<file path="config.mk">
export PLATFORM = sky130hd
export DESIGN_NAME = muldiv_seq
export DESIGN_NICKNAME = d
export VERILOG_FILES = /design/src/rtl/muldiv_pkg.sv /design/src/rtl/muldiv_step.sv /design/src/rtl/muldiv_seq.sv
export SDC_FILE = /design/constraint.sdc
export NUM_CORES = 1
export LEC_CHECK = 0
export CAP_MARGIN = 15
export CORE_MARGIN = 2
export CORE_UTILIZATION = 59
export CTS_CLUSTER_DIAMETER = 50
export DETAILED_ROUTE_END_ITERATION = 10
export GPL_ROUTABILITY_DRIVEN = 0
export PLACE_DENSITY_LB_ADDON = 0.12
export SYNTH_ARGS = -nofsm -noshare
export SYNTH_HDL_FRONTEND = slang
export SYNTH_HIERARCHICAL = 1
export SYNTH_SLANG_ARGS = --single-unit
</file>
<file path="constraint.sdc">
create_clock -name clk -period 4.7 [get_ports clk]
set_input_delay 0.705 -clock clk [delete_from_list [all_inputs] [get_ports clk]]
set_output_delay 0.705 -clock clk [all_outputs]
set_load 0.01 [all_outputs]
</file>
<file path="src/rtl/muldiv_pkg.sv">
// Shared definitions for the iterative multiply/divide sequencer.
//   OP_*    : operation encodings as presented on the op port
//   S_*     : sequencer state encoding
//   ITER    : number of CALC iterations (one per operand bit)
package muldiv_pkg;

    localparam int ITER = 32;

    typedef enum logic [1:0] {
        OP_MULT  = 2'b00,
        OP_MULTU = 2'b01,
        OP_DIV   = 2'b10,
        OP_DIVU  = 2'b11
    } op_e;

    typedef enum logic [1:0] {
        S_IDLE = 2'b00,
        S_CALC = 2'b01,
        S_FIX  = 2'b10
    } state_e;

endpackage

</file>
<file path="src/rtl/muldiv_step.sv">
// One combinational iteration of the multiply/divide engine.
// Ports:
//   i_acc_hi  : upper half of the accumulator (partial product / remainder)
//   i_lsb_in  : multiply: current multiplier LSB; divide: next dividend bit
//   i_operand : multiplicand (multiply) or divisor (divide), magnitudes
//   i_is_div  : selects restoring-divide step instead of shift-add step
//   o_acc_hi  : next upper half of the accumulator
//   o_qbit    : divide: quotient bit; multiply: product bit leaving the
//               upper half and entering the lower half
module muldiv_step #(
    parameter int WIDTH = 32
) (
    input  logic [WIDTH-1:0] i_acc_hi,
    input  logic             i_lsb_in,
    input  logic [WIDTH-1:0] i_operand,
    input  logic             i_is_div,
    output logic [WIDTH-1:0] o_acc_hi,
    output logic             o_qbit
);

    logic [WIDTH:0] w_sum;
    logic [WIDTH:0] w_rem_sh;
    logic           w_ge;

    // Multiply: add the multiplicand when the multiplier bit is set; the sum
    // is then shifted right one place across the whole accumulator.
    assign w_sum = {1'b0, i_acc_hi} + (i_lsb_in ? {1'b0, i_operand} : '0);

    // Divide: the remainder is shifted left with the next dividend bit. A
    // plain compare avoids the borrow-bit ambiguity of a (WIDTH+1)-bit
    // subtract when the divisor is zero.
    assign w_rem_sh = {i_acc_hi, i_lsb_in};
    assign w_ge     = (w_rem_sh >= {1'b0, i_operand});

    always_comb begin
        o_acc_hi = w_sum[WIDTH:1];
        o_qbit   = w_sum[0];
        if (i_is_div) begin
            o_acc_hi = w_ge ? WIDTH'(w_rem_sh - {1'b0, i_operand})
                            : w_rem_sh[WIDTH-1:0];
            o_qbit   = w_ge;
        end
    end

endmodule

</file>
<file path="src/rtl/muldiv_seq.sv">
// Iterative multiply/divide sequencer owning the HI/LO registers.
// Ports:
//   clk, reset_n        : clock, asynchronous active-low reset
//   i_start, i_op       : start request and operation (MULT/MULTU/DIV/DIVU)
//   i_a, i_b            : rs / rt operands, sampled with an accepted start
//   i_cancel            : pipeline flush, aborts an operation in flight
//   i_hi_we, i_lo_we    : MTHI / MTLO write enables (honoured only in IDLE)
//   i_wdata             : MTHI / MTLO data
//   o_busy              : operation in flight
//   o_done              : one-cycle pulse when HI/LO hold a new result
//   o_div_zero          : sticky divide-by-zero flag, cleared on next start
//   o_hi, o_lo          : architectural HI / LO registers
module muldiv_seq
    import muldiv_pkg::*;
#(
    parameter int WIDTH = ITER
) (
    input  logic             clk,
    input  logic             reset_n,
    input  logic             i_start,
    input  logic [1:0]       i_op,
    input  logic [WIDTH-1:0] i_a,
    input  logic [WIDTH-1:0] i_b,
    input  logic             i_cancel,
    input  logic             i_hi_we,
    input  logic             i_lo_we,
    input  logic [WIDTH-1:0] i_wdata,
    output logic             o_busy,
    output logic             o_done,
    output logic             o_div_zero,
    output logic [WIDTH-1:0] o_hi,
    output logic [WIDTH-1:0] o_lo
);

    localparam int CNT_W = $clog2(WIDTH);

    state_e             r_state;
    logic [CNT_W-1:0]   r_count;
    logic [2*WIDTH-1:0] r_acc;
    logic [WIDTH-1:0]   r_opnd;
    logic               r_is_div;
    logic               r_neg_lo;   // negate product / quotient
    logic               r_neg_hi;   // negate remainder (sign of dividend)
    logic               r_b_zero;
    logic               r_done;
    logic               r_div_zero;
    logic [WIDTH-1:0]   r_hi;
    logic [WIDTH-1:0]   r_lo;

    op_e                w_op;
    logic               w_signed;
    logic               w_is_div;
    logic [WIDTH-1:0]   w_abs_a;
    logic [WIDTH-1:0]   w_abs_b;
    logic [WIDTH-1:0]   w_step_hi;
    logic               w_step_bit;
    logic [WIDTH-1:0]   w_step_lo;
    logic [2*WIDTH-1:0] w_prod_fix;
    logic [WIDTH-1:0]   w_quot_fix;
    logic [WIDTH-1:0]   w_rem_fix;

    assign w_op     = op_e'(i_op);
    assign w_signed = (w_op == OP_MULT) || (w_op == OP_DIV);
    assign w_is_div = (w_op == OP_DIV)  || (w_op == OP_DIVU);
    assign w_abs_a  = (w_signed && i_a[WIDTH-1]) ? -i_a : i_a;
    assign w_abs_b  = (w_signed && i_b[WIDTH-1]) ? -i_b : i_b;

    // Multiply shifts the accumulator right (multiplier consumed from bit 0);
    // divide shifts it left (dividend consumed from the top of the low half).
    muldiv_step #(.WIDTH(WIDTH)) u_step (
        .i_acc_hi  (r_acc[2*WIDTH-1:WIDTH]),
        .i_lsb_in  (r_is_div ? r_acc[WIDTH-1] : r_acc[0]),
        .i_operand (r_opnd),
        .i_is_div  (r_is_div),
        .o_acc_hi  (w_step_hi),
        .o_qbit    (w_step_bit)
    );

    assign w_step_lo = r_is_div ? {r_acc[WIDTH-2:0], w_step_bit}
                                : {w_step_bit, r_acc[WIDTH-1:1]};

    // Sign correction. With a zero divisor the engine leaves |a| in the
    // remainder; giving it the dividend's sign reproduces a exactly.
    assign w_prod_fix = r_neg_lo ? -r_acc : r_acc;
    assign w_quot_fix = r_b_zero ? '1
                      : (r_neg_lo ? -r_acc[WIDTH-1:0] : r_acc[WIDTH-1:0]);
    assign w_rem_fix  = r_neg_hi ? -r_acc[2*WIDTH-1:WIDTH]
                                 : r_acc[2*WIDTH-1:WIDTH];

    always_ff @(posedge clk or negedge reset_n) begin
        if (!reset_n) begin
            r_state    <= S_IDLE;
            r_count    <= '0;
            r_acc      <= '0;
            r_opnd     <= '0;
            r_is_div   <= 1'b0;
            r_neg_lo   <= 1'b0;
            r_neg_hi   <= 1'b0;
            r_b_zero   <= 1'b0;
            r_done     <= 1'b0;
            r_div_zero <= 1'b0;
            r_hi       <= '0;
            r_lo       <= '0;
        end else begin
            r_done <= 1'b0;
            case (r_state)
                S_IDLE: begin
                    if (i_hi_we) r_hi <= i_wdata;
                    if (i_lo_we) r_lo <= i_wdata;
                    if (i_start && !i_cancel) begin
                        r_is_div   <= w_is_div;
                        r_neg_lo   <= w_signed && (i_a[WIDTH-1] ^ i_b[WIDTH-1]);
                        r_neg_hi   <= w_signed && w_is_div && i_a[WIDTH-1];
                        r_b_zero   <= w_is_div && (i_b == '0);
                        r_opnd     <= w_is_div ? w_abs_b : w_abs_a;
                        r_acc      <= {{WIDTH{1'b0}}, (w_is_div ? w_abs_a : w_abs_b)};
                        r_count    <= '0;
                        r_div_zero <= 1'b0;
                        r_state    <= S_CALC;
                    end
                end
                S_CALC: begin
                    if (i_cancel) begin
                        r_state <= S_IDLE;
                    end else begin
                        r_acc   <= {w_step_hi, w_step_lo};
                        r_count <= r_count + CNT_W'(1);
                        if (r_count == CNT_W'(WIDTH - 1)) r_state <= S_FIX;
                    end
                end
                S_FIX: begin
                    if (!i_cancel) begin
                        if (r_is_div) begin
                            r_hi <= w_rem_fix;
                            r_lo <= w_quot_fix;
                        end else begin
                            r_hi <= w_prod_fix[2*WIDTH-1:WIDTH];
                            r_lo <= w_prod_fix[WIDTH-1:0];
                        end
                        r_div_zero <= r_b_zero;
                        r_done     <= 1'b1;
                    end
                    r_state <= S_IDLE;
                end
                default: r_state <= S_IDLE;
            endcase
        end
    end

    assign o_busy     = (r_state != S_IDLE);
    assign o_done     = r_done;
    assign o_div_zero = r_div_zero;
    assign o_hi       = r_hi;
    assign o_lo       = r_lo;

endmodule

</file>
==> metrics.txt, run 1 <==
# TYPE chip_impl_metric gauge
chip_impl_metric{name="final_min_period_over_clock_period",unit=""} 0.913
chip_impl_metric{name="largest_net_degree_at_the_start_of_global_routing",unit=""} 71
chip_impl_metric{name="insertion_delay",unit="ns"} 0.43
chip_impl_metric{name="die_height",unit="um"} 168
chip_impl_metric{name="use_met1",unit=""} 0.542
chip_impl_metric{name="final-hold-violation-count",unit=""} 0
chip_impl_metric{name="timing.setup.tns",unit="ns"} 0
chip_impl_metric{name="num_vias",unit=""} 16600
chip_impl_info{name="path_class",value="reg2reg"} 1
chip_impl_metric{name="synth.top_cell.area_share",unit=""} 0.273
chip_impl_metric{name="htreeDepth",unit=""} 4
chip_impl_metric{name="wirelength",unit="um"} 54700
chip_impl_metric{name="final_critical_path_setup_slack",unit="ns"} 0.409
chip_impl_metric{name="post_route_cells_drive_above_1_share",unit=""} 0.0675
chip_impl_info{name="synth_ff_type",value="dfrtp_1"} 1
chip_impl_metric{name="hpwl",unit="um"} 42300
chip_impl_info{name="setup.worst_path.start",value="r_is_div$_DFFE_PN0P_"} 1
chip_impl_metric{name="die_wd",unit="um"} 168
chip_impl_metric{name="critPathRequiredTime",unit="ns"} 5.07
chip_impl_metric{name="skew_final",unit="ns"} 0.0135
chip_impl_metric{name="detail_route.wl_per_cell",unit="um"} 22.5
chip_impl_metric{name="critical_path.max_stage_delay",unit="ns"} 0.58
chip_impl_metric{name="grt_pass1_vias",unit=""} 15100
chip_impl_metric{name="diodes",unit=""} 0
chip_impl_info{name="synth_area_leaders",value="dfrtp_1 27%, xnor2_1 5.7%, ha_1 5.6%"} 1
chip_impl_metric{name="timing.slew.headroom",unit=""} 0.296
chip_impl_metric{name="post_synthesis_average_cell_area",unit="um^2"} 7.94
chip_impl_metric{name="clock.fmax",unit="MHz"} 233
chip_impl_info{name="cell_chain_critical_path",value="o21ai_0 -> inv_1 -> buf_4 -> nor2_1 -> ha_1 -> a211oi_1 -> o21ai_0 -> a31oi_1 -> nor3_1 -> a211oi_1 -> nor2_1 -> a31oi_1 -> mux2_2 -> nor3_2 -> a22o_1"} 1
chip_impl_info{name="yosysMostFrequentCell",value="nand2_1"} 1
chip_impl_metric{name="report.final.slew_viol_count",unit=""} 0
chip_impl_metric{name="met3_usage",unit=""} 0.0755
chip_impl_metric{name="setup_viol",unit=""} 0
chip_impl_metric{name="power.total",unit="W"} 0.0106
chip_impl_metric{name="cts_resized",unit=""} 0
chip_impl_metric{name="initial_utilization",unit=""} 0.595
chip_impl_metric{name="fp-row-count",unit=""} 60
chip_impl_info{name="setup.worst_path.start_class",value="flop"} 1
chip_impl_metric{name="cts_made_buffers",unit=""} 17
chip_impl_metric{name="syn_area",unit="um^2"} 15900
chip_impl_metric{name="grt_antenna_before_repair",unit=""} 0
chip_impl_info{name="synth.cells.most_frequent",value="177 x nand2_1, 173 x dfrtp_1, 170 x nor2_1"} 1
chip_impl_metric{name="period_minus_slack",unit="ns"} 4.29
chip_impl_metric{name="worstMarginPinSlew",unit="ns"} 1.05
chip_impl_metric{name="grt_util_met2",unit=""} 0.556
chip_impl_metric{name="cellPowerDensity",unit="nW/um^2"} 580
chip_impl_metric{name="finish.net_count",unit=""} 2255
chip_impl_metric{name="synth.net_count",unit=""} 2174
chip_impl_metric{name="netlist-cell-type-count",unit=""} 97
chip_impl_metric{name="worst-r2r-setup-slack",unit="ns"} 0.41
chip_impl_metric{name="ioPinCount",unit=""} 171
chip_impl_metric{name="critPathMaxFanout",unit=""} 31
chip_impl_metric{name="clkTransAtPathRegs",unit="ns"} 0.07
chip_impl_metric{name="synth-warning-count",unit=""} 6
chip_impl_info{name="r2r_end",value="r_acc[62]$_DFFE_PN0P_"} 1
chip_impl_info{name="cts_tree",value="yes"} 1
chip_impl_metric{name="port_buffers",unit=""} 170
chip_impl_info{name="clock-root-buffer",value="clkbuf_16"} 1
chip_impl_metric{name="count_of_nets_left_with_antenna_violations_after_detail_routing",unit=""} 0
chip_impl_info{name="worst_setup_path_end_kind",value="flop"} 1
chip_impl_metric{name="drt_drc_violations_left",unit=""} 0
chip_impl_metric{name="grt_remaining_overflow",unit=""} 0
chip_impl_metric{name="detail_route.vias_per_cell",unit=""} 6.84
chip_impl_metric{name="synth_seq_area_share",unit=""} 0.273
chip_impl_metric{name="clk_path_buf_depth",unit=""} 2
chip_impl_metric{name="synth_seq_cells",unit=""} 173
chip_impl_metric{name="postCtsSetupRepairBufs",unit=""} 0
chip_impl_metric{name="place_ws",unit="ns"} 0.535
chip_impl_info{name="top_usage_layer",value="met2"} 1
chip_impl_info{name="worst_path_slowest_cell",value="dfrtp_4"} 1
chip_impl_info{name="crit-reg2reg-launch",value="r_is_div$_DFFE_PN0P_"} 1
chip_impl_metric{name="max_cap_viol_count",unit=""} 0
chip_impl_metric{name="post_synth_inst_count",unit=""} 1997
chip_impl_metric{name="area_growth",unit="%"} 15.3
chip_impl_metric{name="holdBufCountCts",unit=""} 0
chip_impl_metric{name="fin_util",unit=""} 0.686
chip_impl_metric{name="cts.sink_count",unit=""} 173
chip_impl_info{name="rsz0062_at_grt",value="false"} 1
chip_impl_metric{name="die_area",unit="um^2"} 28200
chip_impl_info{name="status",value="complete, no violations"} 1
chip_impl_metric{name="ys_async_sr_fraction",unit=""} 1.00
chip_impl_metric{name="groute.usage.overall",unit=""} 0.380
chip_impl_metric{name="first_iter_violations",unit=""} 2474
chip_impl_metric{name="ir_worst_vdd",unit="V"} 0.000269
chip_impl_metric{name="grt_pass1_wl",unit="um"} 84400
chip_impl_metric{name="fin_hold_ws",unit="ns"} 0.261
chip_impl_info{name="synth_area_leader_cell",value="dfrtp_1"} 1
chip_impl_metric{name="fp.coreArea",unit="um^2"} 26700
chip_impl_metric{name="drt_pass1_iterations",unit=""} 6
chip_impl_metric{name="synth_enable_flop_cells",unit=""} 0
chip_impl_metric{name="power.leakage",unit="nW"} 7.57
chip_impl_metric{name="worst_ep_arrival_time",unit="ns"} 4.66
chip_impl_info{name="worstHoldPathType",value="in2async"} 1
chip_impl_metric{name="worstRegToRegCells",unit=""} 15
[routing by layer]
metal,vias up,share of wire
met5,-,0
met4,0,0.053
met1,7769,0.42
met3,152,0.12
met2,1182,0.41
li1,7529,-
[cell families (layout without fill, tap and decap cells)]
kind of cell	after synthesis	after routing	share of synthesized area
multiplexers	66	66	0.0429
AO/OA/AOI/OAI	645	645	0.271
XOR/XNOR	157	157	0.0867
AND/OR/NAND/NOR	669	669	0.214
buffers and inverters	214	306	0.0539
adder cells (fa/ha/maj)	73	73	0.0586
flip-flops	173	173	0.273
[registers in the layout, summed over array words and instances (netlist names)]
name        flops
r_acc          64
o_hi           32
o_lo           32
r_opnd         32
r_count         5
r_state         2
o_div_zero      1
o_done          1
r_b_zero        1
r_is_div        1
r_neg_hi        1
r_neg_lo        1
[cell type report]
type                            instances  area [um^2]
Timing Repair Buffer                  204         1970
Multi-Input combinational cell       1610        10700
Inverter                               72          270
Clock buffer                           20          447
Sequential cell                       173         4330
Tap cell                              341          427
Fill cell                            2182         8370
Clock inverter                         10          129
[worst max path at each step]
stage	slack, ns	to
5_1_grt	0.19	r_acc[62]$_DFFE_PN0P_
6_report	0.41	r_acc[62]$_DFFE_PN0P_
3_3_place_gp	0.64	r_acc[62]$_DFFE_PN0P_
4_1_cts	0.51	r_acc[62]$_DFFE_PN0P_
2_1_floorplan	0.59	r_acc[55]$_DFFE_PN0P_
3_5_place_dp	0.53	r_acc[62]$_DFFE_PN0P_
[worst max-delay path, delay by kind of cell (launching register included)]
family	cells	cell delay [ns]
compound gates	7	1.94
simple gates	4	0.67
flops	1	0.58
buf+inv	2	0.38
mux	1	0.36
fa+ha+maj	1	0.29
[placed cells by master, fill, tap and decap left out, types with 15 or more instances in the layout]
| master | count |
|---|---|
| o21ai_0 | 146 |
| xor2_1 | 53 |
| xnor2_1 | 104 |
| ha_1 | 71 |
| and2_1 | 17 |
| clkdlybuf4s50_1 | 169 |
| a22o_1 | 32 |
| nand3_1 | 40 |
| a31oi_1 | 30 |
| mux2i_1 | 51 |
| o31ai_1 | 34 |
| nor2_1 | 168 |
| clkbuf_16 | 17 |
| nand2b_1 | 20 |
| nand2_1 | 177 |
| nor4_1 | 25 |
| a21oi_1 | 155 |
| or4_1 | 15 |
| o22ai_1 | 38 |
| inv_1 | 72 |
| dfrtp_1 | 172 |
| and3_1 | 20 |
| nand4_1 | 21 |
| a21o_1 | 39 |
| o211ai_1 | 22 |
| or3_1 | 41 |
| o221ai_1 | 26 |
| buf_4 | 33 |
| nor3_1 | 61 |
[through the flow]
| stage | instance area (um^2) | cells |
|---|---|---|
| finish | 18300 | 2430 |
| global route | 18300 | 2430 |
| CTS | 18300 | 2430 |
| detailed placement | 17700 | 2400 |
| global placement | 17700 | 2400 |
| floorplan | 15900 | 1997 |
[power by group]
part | switching, W | leakage [nW] | internal (W)
Sequential | 0.000753 | 2.14 | 0.00185
Clock | 0.000647 | 0.272 | 0.000804
Combinational | 0.00392 | 5.15 | 0.00262
Total | 0.00532 | 7.57 | 0.00527
Note: power is estimated with default switching activity, not from simulation.
==> run 2: changes to the inputs <==
--- a/config.mk
+++ b/config.mk
@@ -6,7 +6,7 @@
 export NUM_CORES = 1
 export LEC_CHECK = 0
 export CAP_MARGIN = 15
-export CORE_MARGIN = 2
+export CORE_MARGIN = 5
 export CORE_UTILIZATION = 59
 export CTS_CLUSTER_DIAMETER = 50
 export DETAILED_ROUTE_END_ITERATION = 10
==> metrics.txt, run 2 (synthesized netlist as in run 1, its figures left out) <==
# TYPE chip_impl_metric gauge
chip_impl_info{name="clock-root-buffer",value="clkbuf_16"} 1
chip_impl_metric{name="postCtsSetupRepairBufs",unit=""} 0
chip_impl_metric{name="cts.sink_count",unit=""} 173
chip_impl_metric{name="final-hold-violation-count",unit=""} 0
chip_impl_metric{name="ir_worst_vdd",unit="V"} 0.000329
chip_impl_metric{name="initial_utilization",unit=""} 0.593
chip_impl_metric{name="grt_antenna_before_repair",unit=""} 0
chip_impl_metric{name="grt_remaining_overflow",unit=""} 0
chip_impl_metric{name="place_ws",unit="ns"} 0.588
chip_impl_info{name="setup.worst_path.start_class",value="flop"} 1
chip_impl_metric{name="post_route_cells_drive_above_1_share",unit=""} 0.0671
chip_impl_info{name="status",value="complete, no violations"} 1
chip_impl_metric{name="timing.setup.tns",unit="ns"} 0
chip_impl_metric{name="critical_path.max_stage_delay",unit="ns"} 0.42
chip_impl_metric{name="timing.slew.headroom",unit=""} 0.325
chip_impl_metric{name="area_growth",unit="%"} 15.2
chip_impl_info{name="rsz0062_at_grt",value="false"} 1
chip_impl_metric{name="finish.net_count",unit=""} 2250
chip_impl_metric{name="fp.coreArea",unit="um^2"} 26700
chip_impl_metric{name="period_minus_slack",unit="ns"} 4.26
chip_impl_metric{name="clock.fmax",unit="MHz"} 235
chip_impl_metric{name="critPathRequiredTime",unit="ns"} 5.08
chip_impl_metric{name="first_iter_violations",unit=""} 2479
chip_impl_metric{name="place.detailed.instances",unit=""} 2394
chip_impl_metric{name="wirelength",unit="um"} 54800
chip_impl_metric{name="grt_pass1_vias",unit=""} 15300
chip_impl_metric{name="fp-row-count",unit=""} 60
chip_impl_metric{name="num_vias",unit=""} 16600
chip_impl_metric{name="skew_final",unit="ns"} 0.0223
chip_impl_metric{name="hpwl",unit="um"} 42600
chip_impl_metric{name="htreeDepth",unit=""} 4
chip_impl_metric{name="final_critical_path_setup_slack",unit="ns"} 0.443
chip_impl_info{name="worst_setup_path_end_kind",value="flop"} 1
chip_impl_info{name="commonest_cells_after_routing_fill_and_taps_aside",value="177 x nand2_1, 172 x dfrtp_1, 169 x clkdlybuf4s50_1"} 1
chip_impl_info{name="top_register",value="r_acc"} 1
chip_impl_metric{name="worst_ep_arrival_time",unit="ns"} 4.64
chip_impl_metric{name="worstRegToRegCells",unit=""} 16
chip_impl_metric{name="largest_net_degree_at_the_start_of_global_routing",unit=""} 89
chip_impl_metric{name="critPathMaxFanout",unit=""} 22
chip_impl_metric{name="cellPowerDensity",unit="nW/um^2"} 576
chip_impl_metric{name="die_area",unit="um^2"} 30300
chip_impl_metric{name="report.final.slew_viol_count",unit=""} 0
chip_impl_metric{name="power.leakage",unit="nW"} 7.56
chip_impl_info{name="path_class",value="reg2reg"} 1
chip_impl_metric{name="die_wd",unit="um"} 174
chip_impl_metric{name="grt_pass1_wl",unit="um"} 85000
chip_impl_metric{name="ioPinCount",unit=""} 171
chip_impl_info{name="cell_chain_critical_path",value="inv_1 -> o21ai_0 -> inv_1 -> buf_4 -> nor2_1 -> ha_1 -> a21o_1 -> a21o_1 -> a21o_1 -> or3_1 -> a211oi_1 -> nor2_1 -> a31oi_1 -> mux2_2 -> nor3_2 -> a22o_1"} 1
chip_impl_metric{name="drt_drc_violations_left",unit=""} 0
chip_impl_metric{name="largest_reg_flops",unit=""} 64
chip_impl_metric{name="worstMarginPinSlew",unit="ns"} 1.00
chip_impl_metric{name="post_layout_cell_count",unit=""} 2427
chip_impl_metric{name="clkTransAtPathRegs",unit="ns"} 0.08
chip_impl_metric{name="clk_path_buf_depth",unit=""} 2
chip_impl_metric{name="groute.usage.overall",unit=""} 0.347
chip_impl_info{name="worst_path_slowest_cell",value="dfrtp_1"} 1
chip_impl_info{name="critPathMostFrequentCell",value="a21o_1"} 1
chip_impl_metric{name="holdBufCountCts",unit=""} 0
chip_impl_metric{name="diodes",unit=""} 0
chip_impl_metric{name="port_buffers",unit=""} 170
chip_impl_info{name="worstHoldPathType",value="in2async"} 1
chip_impl_metric{name="detail_route.vias_per_cell",unit=""} 6.84
chip_impl_info{name="final_common_cell",value="nand2_1"} 1
chip_impl_metric{name="final_min_period_over_clock_period",unit=""} 0.906
chip_impl_metric{name="cts_made_buffers",unit=""} 17
chip_impl_metric{name="detail_route.wl_per_cell",unit="um"} 22.6
chip_impl_metric{name="insertion_delay",unit="ns"} 0.45
chip_impl_info{name="cts_tree",value="yes"} 1
chip_impl_metric{name="setup_viol",unit=""} 0
chip_impl_metric{name="drt_pass1_iterations",unit=""} 6
chip_impl_metric{name="max_cap_viol_count",unit=""} 0
chip_impl_metric{name="cts_resized",unit=""} 0
chip_impl_metric{name="die_height",unit="um"} 174
chip_impl_metric{name="count_of_nets_left_with_antenna_violations_after_detail_routing",unit=""} 0
-- run 2: cell types whose count changed in the layout (fill, tap and decap cells not counted) --
cell,previous run,this run
inv_6,4,2
buf_12,1,2
clkbuf_1,2,0
bufinv_16,2,0
inv_8,1,4
buf_4,33,27
clkinvlp_4,3,1
clkinv_2,0,1
clkinv_4,0,3
clkinv_8,0,3
-- run 2: critical path: cells and delay by family (launching register included) --
| kind | cells | cell delay [ns] |
|---|---|---|
| AOI/OAI and AO/OA | 7 | 1.64 |
| adders and majority gates | 1 | 0.29 |
| buffers and inverters | 3 | 0.69 |
| DFF | 1 | 0.42 |
| muxes | 1 | 0.37 |
| and+or+nand+nor | 4 | 0.77 |
-- run 2: metrics by stage --
stage | utilization | power, W | hold WS [ns] | cell area [um^2]
5_1_grt | 0.683 | 0.0111 | 0.364 | 18300
3_5_place_dp | 0.661 | 0.00880 | 0.469 | 17700
2_1_floorplan | - | 0.00696 | 0.409 | 15900
3_3_place_gp | 0.661 | 0.00865 | 0.464 | 17700
4_1_cts | 0.683 | 0.0102 | 0.341 | 18300
6_report | 0.683 | 0.0105 | 0.279 | 18300
-- run 2: final timing paths --
kind | startpoint | slack, ns | end
worst max-delay path | r_acc[0]$_DFFE_PN0P_ | 0.44 | r_acc[62]$_DFFE_PN0P_
worst min-delay path | reset_n | 0.28 | o_hi[27]$_DFFE_PN0P_
max in group asynchronous | reset_n | 3.44 | r_is_div$_DFFE_PN0P_
worst max register to register | r_acc[0]$_DFFE_PN0P_ | 0.44 | r_acc[62]$_DFFE_PN0P_
worst min register to register | o_lo[16]$_DFFE_PN0P_ | 0.48 | o_lo[16]$_DFFE_PN0P_
min in group clk | o_lo[16]$_DFFE_PN0P_ | 0.48 | o_lo[16]$_DFFE_PN0P_
-- run 2: report_power, final --
part	leakage [nW]	total, W	internal (W)	switching (W)
clock	0.287	0.00141	0.000723	0.000691
combinational	5.13	0.00646	0.00261	0.00385
sequential	2.14	0.00265	0.00185	0.000797
-- run 2: layout make-up --
type | count | area (um^2)
multi-input combinational | 1610 | 10700
inverter | 72 | 270
fill | 2198 | 8460
timing repair buffer | 199 | 1950
sequential | 173 | 4330
clock inverter | 14 | 150
tap | 341 | 427
clock buffer | 18 | 439
-- run 2: layer usage --
layer | wire (um) | vias to the layer above | GRT usage
met5 | 0 | - | 0
li1 | - | 7512 | -
met3 | 6360 | 176 | 0.0761
met1 | 22900 | 7698 | 0.494
met4 | 3040 | 0 | 0.165
met2 | 22500 | 1226 | 0.502
==> RTL edit 1 (settings of run 2) <==
Set the package constant `ITER` to 16 (it was 32).
--- a/src/rtl/muldiv_pkg.sv
+++ b/src/rtl/muldiv_pkg.sv
@@ -5,5 +5,5 @@
 package muldiv_pkg;
 
-    localparam int ITER = 32;
+    localparam int ITER = 16;
 
     typedef enum logic [1:0] {
Ports: changed (5 resized); port bits go from 171 to 91. No check against the original RTL was run, so the function may have changed too.
==> RTL edit 1 against run 2 <==
- area after synthesis fell by 52%
- clock skew shrank 15 ps
- clock power fell by 47%
- first-iteration DRC count shrank 70%
- largest cell class unchanged
- utilization up 2.0 points
- critical path depth down 1
- worst setup slack improved by 370 ps
- total power decreased by 50%
- critical path type unchanged
- wire length down 60%
- sequential cell count decreased by 81
- cell area down 51%
==> RTL edit 1: results (changes against run 2) <==
Clocking
  • CTS buffer count: 9 (-8)
  • Root Driver: clkbuf_16
  • Depth of the CTS H-tree: 3 (-1)
  • Worst skew pair latency: 350 ps (-100 ps)
  • Clock tree buffer depth: 2 (unchanged)

GRT
  • Vias in the first global route: 6732 (-56%)
  • First-pass GRT wire length: 34500 microns (-59%)
  • Initial antenna violation count: 0 (unchanged)
  • Largest net degree at the start of global routing: 66 (-26%)
  • GRT Util Overall: 28.9% (-5.8 points)

Cells and area
  • Number of flip-flops in the largest register: 32 (-50%)
  • Proportion of layout cells with a drive suffix above 1: 5.48% (-1.2 points)
  • Nets@finish: 1078 (-52%)
  • Filler cell count: 1035 (-53%)

Timing
  • Fin crit share: 82.7% (-7.8 points)
  • Post-Route Skew: 7.61 ps (-14.7 ps)
  • Slew of the pin with the lowest slew margin: 1100 ps (+96.8 ps)

Critical path
  • Critical-path maximum fanout: 11 (-50%)
  • Setup slack, reg-to-reg: 810 ps (+370 ps)
  • WP data arrival: 4130 ps (-510 ps)

Logic synthesis
  • Sequential share of the synthesized area: 30.3% (+3.0 points)
  • Synthesized Nets: 1018 (-53%)
  • Count of cell types in the netlist: 69 (-29%)

Run status
  • Status: finished, final reports clean

Pwr
  • P_comb: 3.15 mW (-51%)
  • Sequential share of power: 26.4% (+1.2 points)
  • Sw Pwr: 2.43 mW (-54%)
  • LEAKAGE: 3.79 nW (-50%)
  • Peak supply drop: 0.321 mV (-2.6%)

Drt
  • Iteration count of the initial detailed-routing pass: 5 (-1)
  • Final wirelength: 21700 microns (-60%)
  • Via count: 7256 (-56%)
  • Initial drt markers: 749 (-70%)

Place
  • Pre-CTS setup slack: 935 ps (+346 ps)
  • Post-DP HPWL: 16200 microns (-62%)
  • # port buffers: 90 (-47%)
-- RTL edit 1: cell count changes after synthesis, sizes merged, moves of 33 or more --
cell | before | now
clkbuf | 116 | 43
ha | 71 | 38
xnor2 | 104 | 43
nor2 | 170 | 90
nand2 | 177 | 84
o21ai | 158 | 70
dfrtp | 173 | 92
inv | 72 | 31
nor3 | 63 | 26
a21oi | 160 | 75
-- RTL edit 1: worst paths after layout --
check,cells after the start,to,start
setup / recovery,15,r_acc[30]$_DFFE_PN0P_,r_acc[0]$_DFFE_PN0P_
hold reg to reg,2,r_opnd[4]$_DFFE_PN0P_,r_opnd[4]$_DFFE_PN0P_
hold / removal,1,r_acc[26]$_DFFE_PN0P_,reset_n
max in group asynchronous,2,r_acc[9]$_DFFE_PN0P_,reset_n
min in group clk,2,r_opnd[4]$_DFFE_PN0P_,r_opnd[4]$_DFFE_PN0P_
setup reg to reg,15,r_acc[30]$_DFFE_PN0P_,r_acc[0]$_DFFE_PN0P_
-- RTL edit 1: per-layer routing --
layer / GRT usage (%) / vias to the layer above / wire, microns / share of wire [%]
li1: - / 3488 / - / -
met2: 44.7 / 349 / 9810 / 45
met4: 11.3 / 0 / 565 / 2.6
met5: 0 / - / 0 / 0
met1: 40.6 / 3383 / 9470 / 44
met3: 4.53 / 36 / 1880 / 8.7
-- RTL edit 1: worst max-delay path, delay by kind of cell, from the launching register on --
family	cells	cell delay (ps)
AND/OR/NAND/NOR	2	400
AO/OA/AOI/OAI	7	1750
XOR/XNOR	1	180
flip-flops	1	410
multiplexers	1	80
adder cells (fa/ha/maj)	1	270
buffers and inverters	3	680
-- RTL edit 1: per-stage QoR --
step | total power, mW | instances | instance area [sq um] | util, % | hold slack (ps)
finish | 5.30 | 1158 | 8880 | 70.4 | 448
global placement | 4.40 | 1143 | 8580 | 68.0 | 450
detailed placement | 4.47 | 1143 | 8580 | 68.0 | 460
floorplan | 3.66 | 922 | 7590 | - | 409
global route | 5.66 | 1158 | 8880 | 70.4 | 496
CTS | 5.25 | 1158 | 8880 | 70.4 | 475
-- RTL edit 1: cells by family after synthesis --
| family | Yosys count | synth area share (%) |
|---|---|---|
| and+or+nand+nor | 299 | 19.1 |
| adders and majority gates | 40 | 6.79 |
| muxes | 39 | 5.32 |
| buffers and inverters | 85 | 4.38 |
| AOI/OAI and AO/OA | 289 | 25.1 |
| DFF | 92 | 30.3 |
| xor gates and xnor gates | 78 | 9.00 |
-- RTL edit 1: cell type report --
type | instances | area share, %
Sequential cell | 92 | 25.9
Clock inverter | 6 | 0.817
Inverter | 34 | 1.44
Tap cell | 172 | 2.42
Timing Repair Buffer | 100 | 11.0
Multi-Input combinational cell | 745 | 55.9
Clock buffer | 9 | 2.54
==> RTL edit 2 (settings of run 2) <==
Without the edit above. Put one more register stage on the output `o_lo`, cleared by the reset. The value now appears one clock later. The other outputs are not delayed to match.
--- a/src/rtl/muldiv_seq.sv
+++ b/src/rtl/muldiv_seq.sv
@@ -152,5 +152,11 @@
     assign o_div_zero = r_div_zero;
     assign o_hi       = r_hi;
-    assign o_lo       = r_lo;
+    always_ff @(posedge clk or negedge reset_n) begin
+        if (!reset_n) begin
+            o_lo <= '0;
+        end else begin
+            o_lo <= r_lo;
+        end
+    end
 
 endmodule
Behaviour: not the same (a bounded check fails within 4 cycles, from zero or initial values and one cycle with reset_n low).
==> RTL edit 2 against run 2 <==
- area after synthesis rose by 5.0%
- cell area rose by 6.5%
- worst setup slack improved by 110 ps
- sequential power rose by 14%
- global-route usage rose by 1.1 points
- wire length rose by 6.1%
- clock skew fell by 2.4 ps
- synthesized cell count rose by 2.9%
- worst hold slack got worse by 54 ps
- combinational power rose by 6.2%
- via count rose by 4.1%
- sequential cell count rose by 32
- total power rose by 13%
==> RTL edit 2: results (changes against run 2) <==
Run status
  • Status: finished, final reports clean

Clocking
  • Depth of the CTS H-tree: 1 (-3)
  • CTS buffer count: 27 (+10)
  • Worst skew pair latency: 550 ps (+100 ps)

Logic synthesis
  • Synth Cell Area: 16700 sq um (+5.0%)
  • Sequential share of the synthesized area: 30.8% (+3.5 points)
  • Count of cell types in the netlist: 93 (-4.1%)
  • Syn avg cell area: 8.10 sq um (+2.1%)
  • Post-Synth Adder-Cell Area: 5.58% (-0.28 points)
  • Mux cell area share after synthesis: 3.75% (-0.54 points)
  • Synthesized Nets: 2232 (+2.7%)
  • Register bit count reported by yosys: 205 (+18%)
  • Synth top area cells: dfrtp_1 (31%), a21oi_1 (5.3%), ha_1 (5.3%), xnor2_1 (4.9%), o21ai_0 (4.7%)

Pwr
  • PD cells: 611 nW/um^2 (+6.0%)
  • Sw Pwr: 5.74 mW (+7.5%)
  • Sequential share of power: 25.3% (about the same)
  • LEAKAGE: 8.09 nW (+7.0%)

Cells and area
  • Nonclk buf count: 202 (+1.5%)
  • Inverters: 74 (+2.8%)
  • # clk buffers: 38 (+20)
  • Count of multi-input gates: 1636 (+1.6%)
  • Sequential Area: 5130 sq um (+18%)
  • Proportion of layout cells with a drive suffix above 1: 6.51% (-0.20 points)
  • Signal buffers share of area: 10.1% (-0.52 points)

GRT
  • Vias in the first global route: 16214 (+5.9%)
  • GR Util met3: 7.27% (-0.34 points)
  • Met2 Resource Use GR: 52.3% (+2.1 points)
  • GRT Util Overall: 35.8% (+1.1 points)

Drt
  • Uppermost layer routed: met5
  • Met2 WL: 24500 microns (+8.6%)
  • WL met1: 23200 microns (+1.6%)
  • Final wirelength: 58100 microns (+6.1%)

Place
  • Post-DP HPWL: 43400 microns (+1.9%)
  • Pre-CTS setup slack: 632 ps (+43.5 ps)
  • Placed cell count: 2495 (+4.2%)

Timing
  • Max transition margin: 17.3% (-15 points)
-- RTL edit 2: cell types whose count changed after synthesis, sizes merged, moves of 7 or more --
cell / before / now
dfrtp: 173 / 205
a21oi: 160 / 181
nor2: 170 / 190
xor2: 53 / 69
nand2: 177 / 163
o22ai: 38 / 27
o21ai: 158 / 168
xnor2: 104 / 94
nand3: 41 / 32
o31ai: 36 / 29
-- RTL edit 2: final timing paths --
path	slack, ps	cells past startpoint	to	from
worst max-delay path	550	16	r_acc[62]$_DFFE_PN0P_	r_acc[0]$_DFFE_PN0P_
worst min-delay path	230	1	o_hi[16]$_DFFE_PN0P_	reset_n
worst max register to register	550	16	r_acc[62]$_DFFE_PN0P_	r_acc[0]$_DFFE_PN0P_
worst min register to register	370	0	o_lo[11]$_DFF_PN0_	r_lo[11]$_DFFE_PN0P_
max in group asynchronous	3450	2	o_hi[4]$_DFFE_PN0P_	reset_n
min in group clk	370	0	o_lo[11]$_DFF_PN0_	r_lo[11]$_DFFE_PN0P_
